===== config.mk =====
export PLATFORM = sky130hd
export DESIGN_NAME = ddr_bank_scheduler_flat
export DESIGN_NICKNAME = d
export VERILOG_FILES = /design/src/rtl/ddr_bank_scheduler_if.sv /design/src/rtl/ddr_bank_scheduler.sv /design/src/flat_wrapper.sv
export SDC_FILE = /design/constraint.sdc
export NUM_CORES = 1
export LEC_CHECK = 0
export ABC_AREA = 1
export BUFFER_PORTS_ARGS = -buffer_cell sky130_fd_sc_hd__buf_4
export CAP_MARGIN = 30
export CORE_ASPECT_RATIO = 1.25
export CORE_MARGIN = 10
export CORE_UTILIZATION = 56
export CTS_BUF_LIST = sky130_fd_sc_hd__clkbuf_8
export CTS_CLUSTER_SIZE = 28
export DETAILED_ROUTE_END_ITERATION = 8
export MAX_ROUTING_LAYER = met4
export PLACE_DENSITY = 0.82
export SLEW_MARGIN = 20
export SYNTH_ARGS = -nofsm -noshare
export SYNTH_HDL_FRONTEND = slang
export SYNTH_SLANG_ARGS = --single-unit
export TNS_END_PERCENT = 5

===== constraint.sdc =====
create_clock -name DDR_CLK -period 1.8 [get_ports DDR_CLK]
set_clock_uncertainty 0.05 [all_clocks]
set_input_delay 0.27 -clock DDR_CLK [delete_from_list [all_inputs] [get_ports DDR_CLK]]
set_output_delay 0.27 -clock DDR_CLK [all_outputs]
set_load 0.01 [all_outputs]

===== src/rtl/ddr_bank_scheduler_if.sv =====
// Bank-scheduler bus: done levels and hold request in, bank numbers, load pulses
// and frame statistics out. The dbg_* signals expose the internal ready-frame state.
interface ddr_bank_scheduler_if #(
  parameter int CNT_W = 16
);
  logic             frame_wr_done;
  logic             frame_rd_done;
  logic             rd_hold;
  logic [1:0]       wr_bank;
  logic             wr_load;
  logic [1:0]       rd_bank;
  logic             rd_load;
  logic             frame_valid;
  logic [CNT_W-1:0] drop_cnt;
  logic [CNT_W-1:0] repeat_cnt;
  logic             dbg_ready_valid;
  logic [1:0]       dbg_ready_bank;

  // Handshake: there is no ready/back-pressure. The done inputs are levels, and
  // only their rising edges count. wr_load/rd_load are single-cycle strobes that
  // the address controller must accept in the cycle they are high.
  modport master (
    output frame_wr_done, frame_rd_done, rd_hold,
    input  wr_bank, wr_load, rd_bank, rd_load, frame_valid, drop_cnt, repeat_cnt,
    input  dbg_ready_valid, dbg_ready_bank
  );

  modport slave (
    input  frame_wr_done, frame_rd_done, rd_hold,
    output wr_bank, wr_load, rd_bank, rd_load, frame_valid, drop_cnt, repeat_cnt,
    output dbg_ready_valid, dbg_ready_bank
  );
endinterface


===== src/rtl/ddr_bank_scheduler.sv =====
// Triple/quad-buffer frame-bank scheduler: rotates writer and reader banks so the
// reader never sits on the bank being written, dropping or repeating frames as needed.
module ddr_bank_scheduler #(
  parameter int         NUM_BANKS    = 3,
  parameter logic [1:0] WR_BANK_INIT = 2'd0,
  parameter logic [1:0] RD_BANK_INIT = 2'd1,
  parameter int         CNT_W        = 16
) (
  input  logic                 DDR_CLK,
  input  logic                 DDR_RST,
  ddr_bank_scheduler_if.slave  bus
);

  logic [1:0]       wr_bank_q, rd_bank_q, ready_bank_q;
  logic             ready_valid_q, frame_valid_q;
  logic             wr_load_q, rd_load_q;
  logic             wr_d, rd_d;
  logic [CNT_W-1:0] drop_q, repeat_q;

  logic [1:0]       wr_bank_n, rd_bank_n, ready_bank_n;
  logic             ready_valid_n, frame_valid_n;
  logic             wr_load_n, rd_load_n;
  logic             drop_inc, repeat_inc;
  logic             wr_evt, rd_evt;

  // Lowest bank index in rotation that differs from both a and b.
  function automatic logic [1:0] pick_bank(input logic [1:0] a, input logic [1:0] b);
    logic [1:0] r;
    r = 2'd0;
    for (int i = NUM_BANKS - 1; i >= 0; i--) begin
      if (2'(i) != a && 2'(i) != b) r = 2'(i);
    end
    return r;
  endfunction

  assign wr_evt = bus.frame_wr_done & ~wr_d;
  assign rd_evt = bus.frame_rd_done & ~rd_d & frame_valid_q;

  always_comb begin
    wr_bank_n     = wr_bank_q;
    rd_bank_n     = rd_bank_q;
    ready_bank_n  = ready_bank_q;
    ready_valid_n = ready_valid_q;
    frame_valid_n = frame_valid_q;
    wr_load_n     = 1'b0;
    rd_load_n     = 1'b0;
    drop_inc      = 1'b0;
    repeat_inc    = 1'b0;

    // Writer completes first, so a simultaneous read sees the just-finished bank.
    if (wr_evt) begin
      drop_inc      = ready_valid_q;
      ready_bank_n  = wr_bank_q;
      ready_valid_n = 1'b1;
      frame_valid_n = 1'b1;
      wr_load_n     = 1'b1;
    end

    if (rd_evt) begin
      rd_load_n = 1'b1;
      if (!bus.rd_hold) begin
        if (wr_evt) begin
          rd_bank_n     = wr_bank_q;
          ready_valid_n = 1'b0;
        end else if (ready_valid_q) begin
          rd_bank_n     = ready_bank_q;
          ready_valid_n = 1'b0;
        end else begin
          repeat_inc = 1'b1;
        end
      end
    end

    if (wr_evt) begin
      wr_bank_n = pick_bank(rd_bank_n, ready_valid_n ? ready_bank_n : rd_bank_n);
    end
  end

  always_ff @(posedge DDR_CLK or posedge DDR_RST) begin
    if (DDR_RST) begin
      wr_bank_q     <= WR_BANK_INIT;
      rd_bank_q     <= RD_BANK_INIT;
      ready_bank_q  <= 2'd0;
      ready_valid_q <= 1'b0;
      frame_valid_q <= 1'b0;
      wr_load_q     <= 1'b0;
      rd_load_q     <= 1'b0;
      wr_d          <= 1'b1;
      rd_d          <= 1'b1;
      drop_q        <= '0;
      repeat_q      <= '0;
    end else begin
      wr_bank_q     <= wr_bank_n;
      rd_bank_q     <= rd_bank_n;
      ready_bank_q  <= ready_bank_n;
      ready_valid_q <= ready_valid_n;
      frame_valid_q <= frame_valid_n;
      wr_load_q     <= wr_load_n;
      rd_load_q     <= rd_load_n;
      wr_d          <= bus.frame_wr_done;
      rd_d          <= bus.frame_rd_done;
      if (drop_inc && drop_q != '1) drop_q <= drop_q + CNT_W'(1);
      if (repeat_inc && repeat_q != '1) repeat_q <= repeat_q + CNT_W'(1);
    end
  end

  assign bus.wr_bank         = wr_bank_q;
  assign bus.rd_bank         = rd_bank_q;
  assign bus.wr_load         = wr_load_q;
  assign bus.rd_load         = rd_load_q;
  assign bus.frame_valid     = frame_valid_q;
  assign bus.drop_cnt        = drop_q;
  assign bus.repeat_cnt      = repeat_q;
  assign bus.dbg_ready_valid = ready_valid_q;
  assign bus.dbg_ready_bank  = ready_bank_q;

  a_banks_differ: assert property (@(posedge DDR_CLK) disable iff (DDR_RST)
    wr_bank_q != rd_bank_q);

  a_ready_distinct: assert property (@(posedge DDR_CLK) disable iff (DDR_RST)
    ready_valid_q |-> (ready_bank_q != wr_bank_q && ready_bank_q != rd_bank_q));

endmodule

===== src/flat_wrapper.sv =====
// flat-port wrapper written by rule: the top's interface ports become plain ports
module ddr_bank_scheduler_flat 
#(
  parameter int         NUM_BANKS    = 3,
  parameter logic [1:0] WR_BANK_INIT = 2'd0,
  parameter logic [1:0] RD_BANK_INIT = 2'd1,
  parameter int         CNT_W        = 16
)
  (DDR_CLK, DDR_RST, bus_frame_wr_done, bus_frame_rd_done, bus_rd_hold, bus_wr_bank, bus_wr_load, bus_rd_bank, bus_rd_load, bus_frame_valid, bus_drop_cnt, bus_repeat_cnt, bus_dbg_ready_valid, bus_dbg_ready_bank);
  ddr_bank_scheduler_if #(.CNT_W(CNT_W)) bus_i ();
  input  logic DDR_CLK;
  input  logic DDR_RST;
  input wire logic [$bits(bus_i.frame_wr_done)-1:0] bus_frame_wr_done;
  input wire logic [$bits(bus_i.frame_rd_done)-1:0] bus_frame_rd_done;
  input wire logic [$bits(bus_i.rd_hold)-1:0] bus_rd_hold;
  output wire logic [$bits(bus_i.wr_bank)-1:0] bus_wr_bank;
  output wire logic [$bits(bus_i.wr_load)-1:0] bus_wr_load;
  output wire logic [$bits(bus_i.rd_bank)-1:0] bus_rd_bank;
  output wire logic [$bits(bus_i.rd_load)-1:0] bus_rd_load;
  output wire logic [$bits(bus_i.frame_valid)-1:0] bus_frame_valid;
  output wire logic [$bits(bus_i.drop_cnt)-1:0] bus_drop_cnt;
  output wire logic [$bits(bus_i.repeat_cnt)-1:0] bus_repeat_cnt;
  output wire logic [$bits(bus_i.dbg_ready_valid)-1:0] bus_dbg_ready_valid;
  output wire logic [$bits(bus_i.dbg_ready_bank)-1:0] bus_dbg_ready_bank;
  assign bus_i.frame_wr_done = bus_frame_wr_done;
  assign bus_i.frame_rd_done = bus_frame_rd_done;
  assign bus_i.rd_hold = bus_rd_hold;
  assign bus_wr_bank = bus_i.wr_bank;
  assign bus_wr_load = bus_i.wr_load;
  assign bus_rd_bank = bus_i.rd_bank;
  assign bus_rd_load = bus_i.rd_load;
  assign bus_frame_valid = bus_i.frame_valid;
  assign bus_drop_cnt = bus_i.drop_cnt;
  assign bus_repeat_cnt = bus_i.repeat_cnt;
  assign bus_dbg_ready_valid = bus_i.dbg_ready_valid;
  assign bus_dbg_ready_bank = bus_i.dbg_ready_bank;
  ddr_bank_scheduler #(.NUM_BANKS(NUM_BANKS), .WR_BANK_INIT(WR_BANK_INIT), .RD_BANK_INIT(RD_BANK_INIT), .CNT_W(CNT_W)) u_core (.DDR_CLK(DDR_CLK), .DDR_RST(DDR_RST), .bus(bus_i));
endmodule

# Yosys cells after proc, flatten, opt, wreduce, memory -nomap -nowiden
# Cells that the tools add are included.
# totals
elab_cells	52
in_bits	5
register_bits	44
out_inout_bits	42
# op_classes
addsub	2
eq_ne	6
reduce_logical	7
muxes	21
bitwise_logic	5
# ops
op	n
$add A16 B1 Y16 const B	2
$ne A16 B16 Y1 const B	2
$mux W2	9
$mux W1	12
$logic_and A1 B1 Y1	5
$ne A1 B2 Y1 const A	2
$ne A2 B2 Y1 const A	2
$reduce_bool A2 Y1	2
$and A1 B1 Y1	3
$not A1 Y1	2

# Depth between registers and ports, before layout
# Gate-level depths: netlist of the first run.
# depth
depth_word	13
ltp_mapped	11
depth_no_buf	10

# Worst setup path after synthesis of the first run
# No wires, ideal clock.
# synth_path
kind	register to register
start	register u_core.repeat_q[0] (netlist: u_core.bus.repeat_cnt[0])
end	register u_core.repeat_q[3] (netlist: u_core.bus.repeat_cnt[3])
required_ps	1622
period_less_slack_ps	1676
setup_time_ps	128
path_buffers	1
arrival_time_ps	1499
slack_ps	124
path_stages_with_launch	9
cell_sequence	dfrtp_1 ha_1 nand3_1 nor3_4 nand3_2 nand2_4 buf_6 nor2_2 xor2_1
# synth_via
elab_chain_cells	2
word_cells_on_any_way	3
classes_between	add/sub (1); eq/ne (1); reduce/logical (1)
# synth_rtl
element	line_no	source
start, declared	ddr_bank_scheduler.sv:18	logic [CNT_W-1:0] drop_q, repeat_q;
start signal, assigned	ddr_bank_scheduler.sv:103	if (repeat_inc && repeat_q != '1) repeat_q <= repeat_q + CNT_W'(1);
branches (longest 2 deep; another with $add A16 B1 Y16)	-	
# Parallel ways; which one is timed is not known.
# A chain may end at the register's enable or synchronous reset.

# Worst setup path after layout of the first run
# layout_path
start	register u_core.repeat_q[1] (netlist: u_core.bus.repeat_cnt[1])
end	register u_core.repeat_q[3] (netlist: u_core.bus.repeat_cnt[3])
# Same word-level chain as after synthesis.

==> impl_metrics.env, run 1 <==
export IMPL_cpPeakStageDelay_ps=380
export IMPL_cts_buffer_depth=2
export IMPL_htree_levels=2
export IMPL_drt_vias_per_instance=5.06
export IMPL_post_route_period_util_pct=92.2
export IMPL_required_ps=1930
export IMPL_ys_async_sr_fraction_pct=100
export IMPL_wire_per_inst_um=13.2
export IMPL_crit_type="flip-flop to flip-flop"
export IMPL_synthesis_area_sq_mm=0.00240
export IMPL_initial_utilization_pct=58.1
export IMPL_yosysUniqueCellTypes=28
export IMPL_worst_pin_slew_ps=571
export IMPL_p_leak_nw=1.49
export IMPL_synth_area_leaders="dfrtp_1, nand2_1, xor2_1"
export IMPL_run_status="completed"
export IMPL_path_delay_family="simple AND/OR/NAND/NOR gates"
export IMPL_antenna_found_initial=0
export IMPL_setup_viol=0
export IMPL_ys_warn_count=0
export IMPL_antennaDiodeCount=0
export IMPL_synthFlopType="dfrtp_1"
export IMPL_cp_max_fo=9
export IMPL_cts_sinks=44
export IMPL_io_buffers=46
export IMPL_clock_latency_ps=290
export IMPL_critPathLaunchType="flip-flop"
export IMPL_fp_row_count=26
export IMPL_drt_iter0_drc=94
export IMPL_drc=0
export IMPL_setup_tns_ps=0
export IMPL_syn_area_per_cell_sq_um=8.13
export IMPL_grt_pass1_vias=2109
export IMPL_dr_pass1_iters=5
export IMPL_synth_edff_count=0
export IMPL_cts_root_buf="clkbuf_8"
export IMPL_fp_dieW_um=78.6
export IMPL_hold_path_class="input port to flip-flop"
export IMPL_gp_congestion=0.890
export IMPL_cts_tree="built"
export IMPL_dp_cells=403
export IMPL_clkTransAtPathRegs_ps=80
export IMPL_power_density_mw_per_mm2=1020
export IMPL_path_cells="ha_1, nand3_2, nor3_4, nand3_2, nand2_4, buf_12, nor2_2, xor2_1"
export IMPL_synthesis_instances=295
export IMPL_cts_inserted_buffers=5
export IMPL_layout_min_cycle_time_ps=1660
export IMPL_place_hpwl_mm=4.22
export IMPL_whs_ps=40.1
export IMPL_rsz0062_at_grt="no"
export IMPL_max_slew_margin_pct=61.7
export IMPL_io_pins=47
export IMPL_fmax_ghz=0.603
export IMPL_cp_common_cell="nand3_2"
export IMPL_critical_path_buf_inv_count=1
export IMPL_syn_nets=302
export IMPL_maxCapViolations=0
export IMPL_die_h_um=93.2
export IMPL_drtAntennaViolNets=0
export IMPL_p_total_mw=3.04
export IMPL_synth_seq_cells=44
export IMPL_cp_slowest_cell="dfrtp_1"
export IMPL_wl_mm=5.46
export IMPL_final_nets=365
export IMPL_core_area_sq_mm=0.00413
export IMPL_hold_viol=0
export IMPL_syn_to_final_growth_pct=24.7
export IMPL_vias=2099
export IMPL_drive_gt1_share_pct=27.0
export IMPL_overflow=0
export IMPL_max_vdd_ir_drop_uv=675
export IMPL_final_cells=415
export IMPL_slew_violations=0
export IMPL_grt_total_usage_pct=15.7
export IMPL_ys_seq_area_share_pct=46.0
export IMPL_critPathArrivalTime_ps=1790
export IMPL_die_area_sq_mm=0.00732
export IMPL_setup_worst_path_end_class="flip-flop"
export IMPL_nFillCells=333
export IMPL_grt_pass1_wl_mm=9.20
export IMPL_yosys_area_top_type="dfrtp_1"
export IMPL_synth_top_area_share_pct=42.8
export IMPL_grt_max_degree=20
==> sequential cells by signal, summed over array words and instances (netlist names) <==
register	flops
u_core.bus.rd_load	1
u_core.bus.frame_valid	1
u_core.bus.repeat_cnt	16
u_core.bus.wr_load	1
u_core.bus.dbg_ready_bank	2
u_core.bus.wr_bank	2
u_core.rd_d	1
u_core.bus.dbg_ready_valid	1
u_core.bus.rd_bank	2
u_core.wr_d	1
u_core.bus.drop_cnt	16
==> report_power, final <==
part	internal [mW]	switching, mW
sequential	1.18	0.185
combinational	0.509	0.592
clock	0.261	0.318
==> metal layers <==
layer	global-route usage [%]	part of all wire (%)
met3	4.89	6.2
met2	25.2	47
met1	17.4	45
met4	7.34	2.0
met5	-	0
==> cells by family after synthesis <==
family | count (synthesis) | share of synthesized area (%)
compound gates | 17 | 4.74
xor+xnor | 26 | 9.49
fa+ha+maj | 2 | 1.04
buf+inv | 38 | 6.78
flops | 44 | 46.0
simple gates | 168 | 31.9
==> per-stage QoR <==
| step | cell area [sq um] | setup slack [ps] | utilization (%) |
|---|---|---|---|
| 5_1_grt | 2990 | 7.00 | 72.4 |
| 3_3_place_gp | 2850 | 113 | 69.0 |
| 2_1_floorplan | 2400 | 124 | - |
| 3_5_place_dp | 2850 | 20.2 | 69.0 |
| 6_report | 2990 | 140 | 72.4 |
| 4_1_cts | 2940 | 0.764 | 71.3 |
==> cell type report <==
cell class	instances	area, sq um	area share, %
multi-input cells	213	1140	38.2
clock inverters	3	12.5	0.418
flip-flops and latches	44	1100	36.9
inverters	36	143	4.77
repair buffers	58	450	15.1
clock buffers	5	68.8	2.30
well taps	56	70.1	2.34
==> placed cells by master (no fill, tap or decap), types with 7 or more instances in the layout <==
| cell type | netlist | layout |
|---|---|---|
| nand2_1 | 89 | 88 |
| buf_4 | 0 | 56 |
| dfrtp_1 | 41 | 41 |
| inv_1 | 32 | 33 |
| nor2_1 | 28 | 28 |
| nand3_1 | 23 | 22 |
| xor2_1 | 16 | 16 |
| xnor2_1 | 10 | 10 |
| nor3_1 | 7 | 7 |
| o21ai_2 | 7 | 7 |
==> path summary, 6_finish.rpt <==
path,start,endpoint,slack (ps),cells after the start
setup / recovery,u_core.bus.repeat_cnt[1],u_core.bus.repeat_cnt[3],140,8
hold / removal,bus_frame_rd_done,u_core.rd_d,40,1
setup reg to reg,u_core.bus.repeat_cnt[1],u_core.bus.repeat_cnt[3],140,8
hold reg to reg,u_core.bus.frame_valid,u_core.bus.frame_valid,470,1
max in group asynchronous,DDR_RST,u_core.bus.drop_cnt[15],630,4
min in group asynchronous,DDR_RST,u_core.bus.repeat_cnt[10],470,3
==> what timing repair did <==
action	in CTS	in global routing
buffers inserted	0	3
gates resized for setup	0	4
hold buffers	1	0
endpoints found under the setup margin	0	19
hold endpoints to repair	12	0
==> cells in the mapped netlist (3+ instances only) <==
master / instances
dfrtp_1: 41
dfstp_2: 3
inv_1: 32
nand2_1: 89
nand2_2: 5
nand3_1: 23
nor2_1: 28
nor2_2: 4
nor3_1: 7
o21ai_1: 6
o21ai_2: 7
xnor2_1: 10
xor2_1: 16
Power figures use the tool's default switching activity.
==> run 2, diff against run 1 <==
--- a/config.mk
+++ b/config.mk
@@ -5,7 +5,6 @@
 export SDC_FILE = /design/constraint.sdc
 export NUM_CORES = 1
 export LEC_CHECK = 0
-export ABC_AREA = 1
 export BUFFER_PORTS_ARGS = -buffer_cell sky130_fd_sc_hd__buf_4
 export CAP_MARGIN = 30
 export CORE_ASPECT_RATIO = 1.25
@@ -15,7 +14,7 @@
 export CTS_CLUSTER_SIZE = 28
 export DETAILED_ROUTE_END_ITERATION = 8
 export MAX_ROUTING_LAYER = met4
-export PLACE_DENSITY = 0.82
+export PLACE_DENSITY = 0.83
 export SLEW_MARGIN = 20
 export SYNTH_ARGS = -nofsm -noshare
 export SYNTH_HDL_FRONTEND = slang
==> run 2 against run 1 <==
  * The run now ends with negative setup slack left
  * Synthesized cell count fell by 39%
  * Core utilization rose by 8.1 points
  * Wire length fell by 5.5%
  * Maximum frequency fell by 9.8%
  * Sequential share of layout area rose by 1.8 points
  * Highest routed layer unchanged
  * Register-to-register slack got worse by 180 ps
  * Combinational power fell by 25%
  * Clock power rose by 31%
  * Sequential cell count did not move
==> impl_metrics.env, run 2 <==
export IMPL_top_layer="met4"
export IMPL_final_cell_mix="buf_4, dfrtp_1, xnor2_1, nand2_1, nand3_1"
export IMPL_clkTransAtPathRegs_ps=90
export IMPL_layout_commonest_cell="buf_4"
export IMPL_rsz0062_at_grt="yes"
export IMPL_antennaDiodeCount=0
export IMPL_cts_inserted_buffers=5
export IMPL_overflow=0
export IMPL_fp_dieW_um=74.6
export IMPL_max_slew_margin_pct=64.0
export IMPL_synthesis_instances=180
export IMPL_violations="negative setup slack"
export IMPL_drtAntennaViolNets=0
export IMPL_htree_levels=2
export IMPL_critPathLaunchType="flip-flop"
export IMPL_dr_pass1_iters=4
export IMPL_drc=0
export IMPL_wl_mm=5.16
export IMPL_io_buffers=46
export IMPL_fin_util_pct=80.5
export IMPL_syn_area_per_cell_sq_um=11.6
export IMPL_hold_viol=0
export IMPL_setup_worst_path_end_class="flip-flop"
export IMPL_dr_wl_met3_um=276
export IMPL_wl_met1_mm=2.09
export IMPL_wire_per_inst_um=17.4
export IMPL_critPathArrivalTime_ps=1980
export IMPL_syn_nets=187
export IMPL_p_total_mw=2.88
export IMPL_cp_max_fo=6
export IMPL_vias=1683
export IMPL_ys_warn_count=0
export IMPL_required_ps=1940
export IMPL_fin_ws_ps=-40.6
export IMPL_final_area_sq_mm=0.00285
export IMPL_synth_common_cells="dfrtp_1, xnor2_1, nand2_1, nand3_1, nor2_1"
export IMPL_worst_pin_slew_ps=540
export IMPL_yosysUniqueCellTypes=44
export IMPL_gp_congestion=0.833
export IMPL_fp_row_count=24
export IMPL_cts_buffer_depth=2
export IMPL_synthFlopType="dfrtp_1"
export IMPL_synth_edff_count=0
export IMPL_cts_tree="built"
export IMPL_hold_buffers=0
export IMPL_maxCapViolations=0
export IMPL_final_cells=297
export IMPL_final_nets=264
export IMPL_crit_type="flip-flop to flip-flop"
export IMPL_max_vdd_ir_drop_uv=804
export IMPL_drt_vias_per_instance=5.67
export IMPL_dp_cells=284
export IMPL_synth_top_area_share_pct=49.2
export IMPL_core_area_sq_mm=0.00354
export IMPL_post_route_period_util_pct=102
export IMPL_io_pins=47
export IMPL_die_area_sq_mm=0.00658
export IMPL_slew_violations=0
export IMPL_postPlaceCellArea_sq_mm=0.00262
export IMPL_antenna_found_initial=0
export IMPL_grt_total_usage_pct=16.2
export IMPL_wl_met2_mm=2.74
export IMPL_syn_to_final_growth_pct=36.8
export IMPL_die_h_um=88.2
export IMPL_initial_utilization_pct=58.8
export IMPL_setup_viol=2
export IMPL_hold_path_class="input port to asynchronous set/reset pin"
export IMPL_power_density_mw_per_mm2=1010
export IMPL_grt_pass1_vias=1691
export IMPL_run_status="complete, but fails checks"
export IMPL_ys_seq_area_share_pct=53.0
export IMPL_layout_min_cycle_time_ps=1840
export IMPL_yosys_area_top_type="dfrtp_1"
export IMPL_cts_sinks=44
export IMPL_fmax_ghz=0.543
export IMPL_synth_seq_cells=44
export IMPL_drt_iter0_drc=86
export IMPL_place_hpwl_mm=3.59
export IMPL_grt_max_degree=45
export IMPL_p_leak_nw=1.32
export IMPL_ys_async_sr_fraction_pct=100
export IMPL_yosysMostFrequentCell="dfrtp_1"
export IMPL_synthesis_area_sq_mm=0.00208
export IMPL_grt_pass1_wl_mm=8.13
export IMPL_drive_gt1_share_pct=45.7
export IMPL_synth_area_leaders="dfrtp_1, xnor2_1, dfstp_2"
export IMPL_clock_latency_ps=310
export IMPL_cts_root_buf="clkbuf_8"
[run 2: cell count changes after synthesis, moves of 7 or more]
cell,change
xor2_1,-10
nand3_1,-8
nand4_1,+8
xnor2_1,+10
nand2_1,-74
o21ai_2,-7
nor2_1,-16
inv_1,-25
[run 2: cell type report]
type,instances,area [sq um]
Timing Repair Buffer,74,563
Fill cell,224,692
Tap cell,39,48.8
Sequential cell,44,1100
Clock inverter,3,42.5
Clock buffer,5,68.8
Multi-Input combinational cell,124,991
Inverter,8,32.5
[run 2: worst paths after layout]
kind / from / endpoint / slack, ps / cells after the start
setup / recovery: u_core.wr_d / u_core.bus.repeat_cnt[15] / -40 / 6
max in group asynchronous: DDR_RST / u_core.rd_d / 1280 / 3
setup reg to reg: u_core.wr_d / u_core.bus.repeat_cnt[15] / -40 / 6
min in group DDR_CLK: bus_frame_wr_done / u_core.wr_d / 50 / 1
hold / removal: DDR_RST / u_core.bus.drop_cnt[4] / 30 / 3
hold reg to reg: u_core.bus.drop_cnt[8] / u_core.bus.drop_cnt[8] / 460 / 1
[run 2: per-layer routing]
layer	global-route usage (%)	vias to the layer above
li1	-	794
met1	17.7	842
met2	27.3	41
met3	4.93	6
met4	5.69	0
met5	-	-
[run 2: logic make-up after synthesis]
kind of cell,synth area share (%)
AO/OA/AOI/OAI,7.14
XOR/XNOR,10.9
adder cells (fa/ha/maj),1.20
buffers and inverters,3.42
flip-flops,53.0
multiplexers,3.18
AND/OR/NAND/NOR,21.1
[run 2: what timing repair did]
| item | CTS | global route |
|---|---|---|
| gates resized for setup | 0 | 19 |
| endpoints found under the setup margin | 0 | 20 |
| buffers inserted | 0 | 5 |
[run 2: power by group]
group          total (mW)  switching (mW)  internal [mW]
clock               0.759           0.348          0.411
combinational       0.825           0.362          0.463
sequential           1.29           0.158           1.14
[run 2: worst max-delay path, stage by stage, from the launching register on]
cell	delay, ps
dfstp_2	540
nand2b_4	130
inv_4	50
nor4_2	360
buf_4	190
nand4_1	110
mux2_2	290
[run 2: metrics by stage]
stage	hold WS [ps]	setup slack (ps)	setup TNS (ps)
finish	34.6	-40.6	-54.1
CTS	29.9	14.5	0
floorplan	224	-28.2	-28.2
global route	37.2	-123	-778
global placement	362	73.8	0
detailed placement	364	37.9	0
==> run 3, diff against run 2 <==
==> constraint.sdc (replaced) <==
create_clock -name DDR_CLK -period 2.1 [get_ports DDR_CLK]
set_clock_uncertainty 0.05 [all_clocks]
set_input_delay 0.315 -clock DDR_CLK [delete_from_list [all_inputs] [get_ports DDR_CLK]]
set_output_delay 0.315 -clock DDR_CLK [all_outputs]
set_load 0.01 [all_outputs]
==> run 3 against run 2 <==
  * The run now ends clean
  * Sequential power down 12%
  * Maximum frequency down 6.1%
  * Clock power down 30%
  * Power down 24%
  * Non-clock buffer count down 23
  * Critical path depth up 1
  * Global-route usage down 1.3 points
  * Clock-buffer cell count up 1
  * Worst setup slack better by 180 ps
  * Sequential cell count unchanged
  * Critical path type unchanged
==> impl_metrics.env, run 3 (same netlist as run 2, synthesis figures left out) <==
export IMPL_dr_pass1_iters=4
export IMPL_antennaDiodeCount=0
export IMPL_max_vdd_ir_drop_uv=738
export IMPL_drive_gt1_share_pct=34.5
export IMPL_critPathLaunchType="flip-flop"
export IMPL_hold_viol=0
export IMPL_crit_type="flip-flop to flip-flop"
export IMPL_initial_utilization_pct=58.8
export IMPL_wire_per_inst_um=16.3
export IMPL_run_status="completed"
export IMPL_htree_levels=2
export IMPL_drc=0
export IMPL_hold_buffers=0
export IMPL_io_buffers=46
export IMPL_cts_root_buf="clkbuf_8"
export IMPL_rsz0062_at_grt="no"
export IMPL_grt_pass1_wl_mm=7.67
export IMPL_drt_vias_per_instance=5.74
export IMPL_clkTransAtPathRegs_ps=80
export IMPL_final_cell_mix="buf_4, dfrtp_1, xnor2_1, nand2_1, nand3_1"
export IMPL_worst_pin_slew_ps=542
export IMPL_critPathArrivalTime_ps=2090
export IMPL_die_area_sq_mm=0.00658
export IMPL_grt_pass1_vias=1665
export IMPL_setup_tns_ps=0
export IMPL_hold_path_class="input port to asynchronous set/reset pin"
export IMPL_setup_viol=0
export IMPL_cts_tree="built"
export IMPL_syn_to_final_growth_pct=23.3
export IMPL_max_slew_margin_pct=63.8
export IMPL_ctsResizeCount=0
export IMPL_fp_row_count=24
export IMPL_post_cts_buffers=0
export IMPL_fmax_ghz=0.510
export IMPL_grt_total_usage_pct=15.0
export IMPL_place_hpwl_mm=3.45
export IMPL_cts_inserted_buffers=5
export IMPL_required_ps=2230
export IMPL_fp_dieW_um=74.6
export IMPL_core_area_sq_mm=0.00354
export IMPL_vias=1572
export IMPL_slew_violations=0
export IMPL_grt_max_degree=45
export IMPL_gp_congestion=0.780
export IMPL_cts_buffer_depth=2
export IMPL_setup_worst_path_end_class="flip-flop"
export IMPL_power_density_mw_per_mm2=852
export IMPL_wl_mm=4.45
export IMPL_antenna_found_initial=0
export IMPL_fin_util_pct=72.6
export IMPL_clock_latency_ps=290
export IMPL_io_pins=47
export IMPL_nFillCells=266
export IMPL_final_nets=241
export IMPL_post_route_period_util_pct=93.4
export IMPL_p_leak_nw=1.19
export IMPL_die_h_um=88.2
export IMPL_layout_min_cycle_time_ps=1960
export IMPL_cts_sinks=44
export IMPL_overflow=0
export IMPL_cp_max_fo=5
export IMPL_drt_iter0_drc=81
export IMPL_layout_commonest_cell="buf_4"
export IMPL_maxCapViolations=0
export IMPL_drtAntennaViolNets=0
export IMPL_whs_ps=96.6
[run 3: through the flow]
stage | total power [mW] | cell area (sq um) | std cells | setup WS (ps)
after floorplan | 1.40 | 2080 | 180 | 196
after global placement | 1.66 | 2480 | 266 | 223
after detailed placement | 1.68 | 2480 | 266 | 150
after CTS | 2.22 | 2570 | 274 | 135
after global routing | 2.32 | 2570 | 274 | 56.6
final | 2.19 | 2570 | 274 | 139
[run 3: path summary, 6_finish.rpt]
| kind | from | end | slack [ps] | cells past startpoint |
|---|---|---|---|---|
| min in group DDR_CLK | bus_frame_wr_done | u_core.wr_d | 100 | 1 |
| worst max-delay path | u_core.bus.drop_cnt[0] | u_core.bus.drop_cnt[3] | 140 | 7 |
| worst min register to register | u_core.bus.drop_cnt[8] | u_core.bus.drop_cnt[8] | 450 | 1 |
| worst min-delay path | DDR_RST | u_core.bus.drop_cnt[1] | 100 | 3 |
| worst max register to register | u_core.bus.drop_cnt[0] | u_core.bus.drop_cnt[3] | 140 | 7 |
| max in group asynchronous | DDR_RST | u_core.rd_d | 1520 | 3 |
[run 3: critical path: stages, from the launching register on]
cell,delay [ps]
dfrtp_1,440
ha_1,250
and3_1,200
and4bb_2,250
a21oi_2,230
buf_4,180
nand4_1,120
xnor2_1,140
[run 3: metal layers]
layer	up-vias	track usage, %	routed length [um]	part of all wire, %
li1	747	-	-	-
met1	778	15.3	1750	39
met2	38	26.5	2350	53
met3	9	4.48	288	6.5
met4	0	5.00	69	1.5
met5	-	-	0	0
[run 3: cell type report]
cell class              count  area [sq um]  area share, %
repair buffers             51           383           14.9
inverters                   8          32.5           1.27
well taps                  39          48.8           1.90
flip-flops and latches     44          1100           43.0
clock buffers               6          82.6           3.21
multi-input cells         124           908           35.3
clock inverters             2          11.3          0.438
[run 3: report_power, final]
part           leakage, nW  switching (mW)  internal [mW]  total [mW]
Clock               0.0486           0.272          0.262       0.534
Sequential           0.570           0.165          0.974        1.14
Combinational        0.568           0.235          0.282       0.517
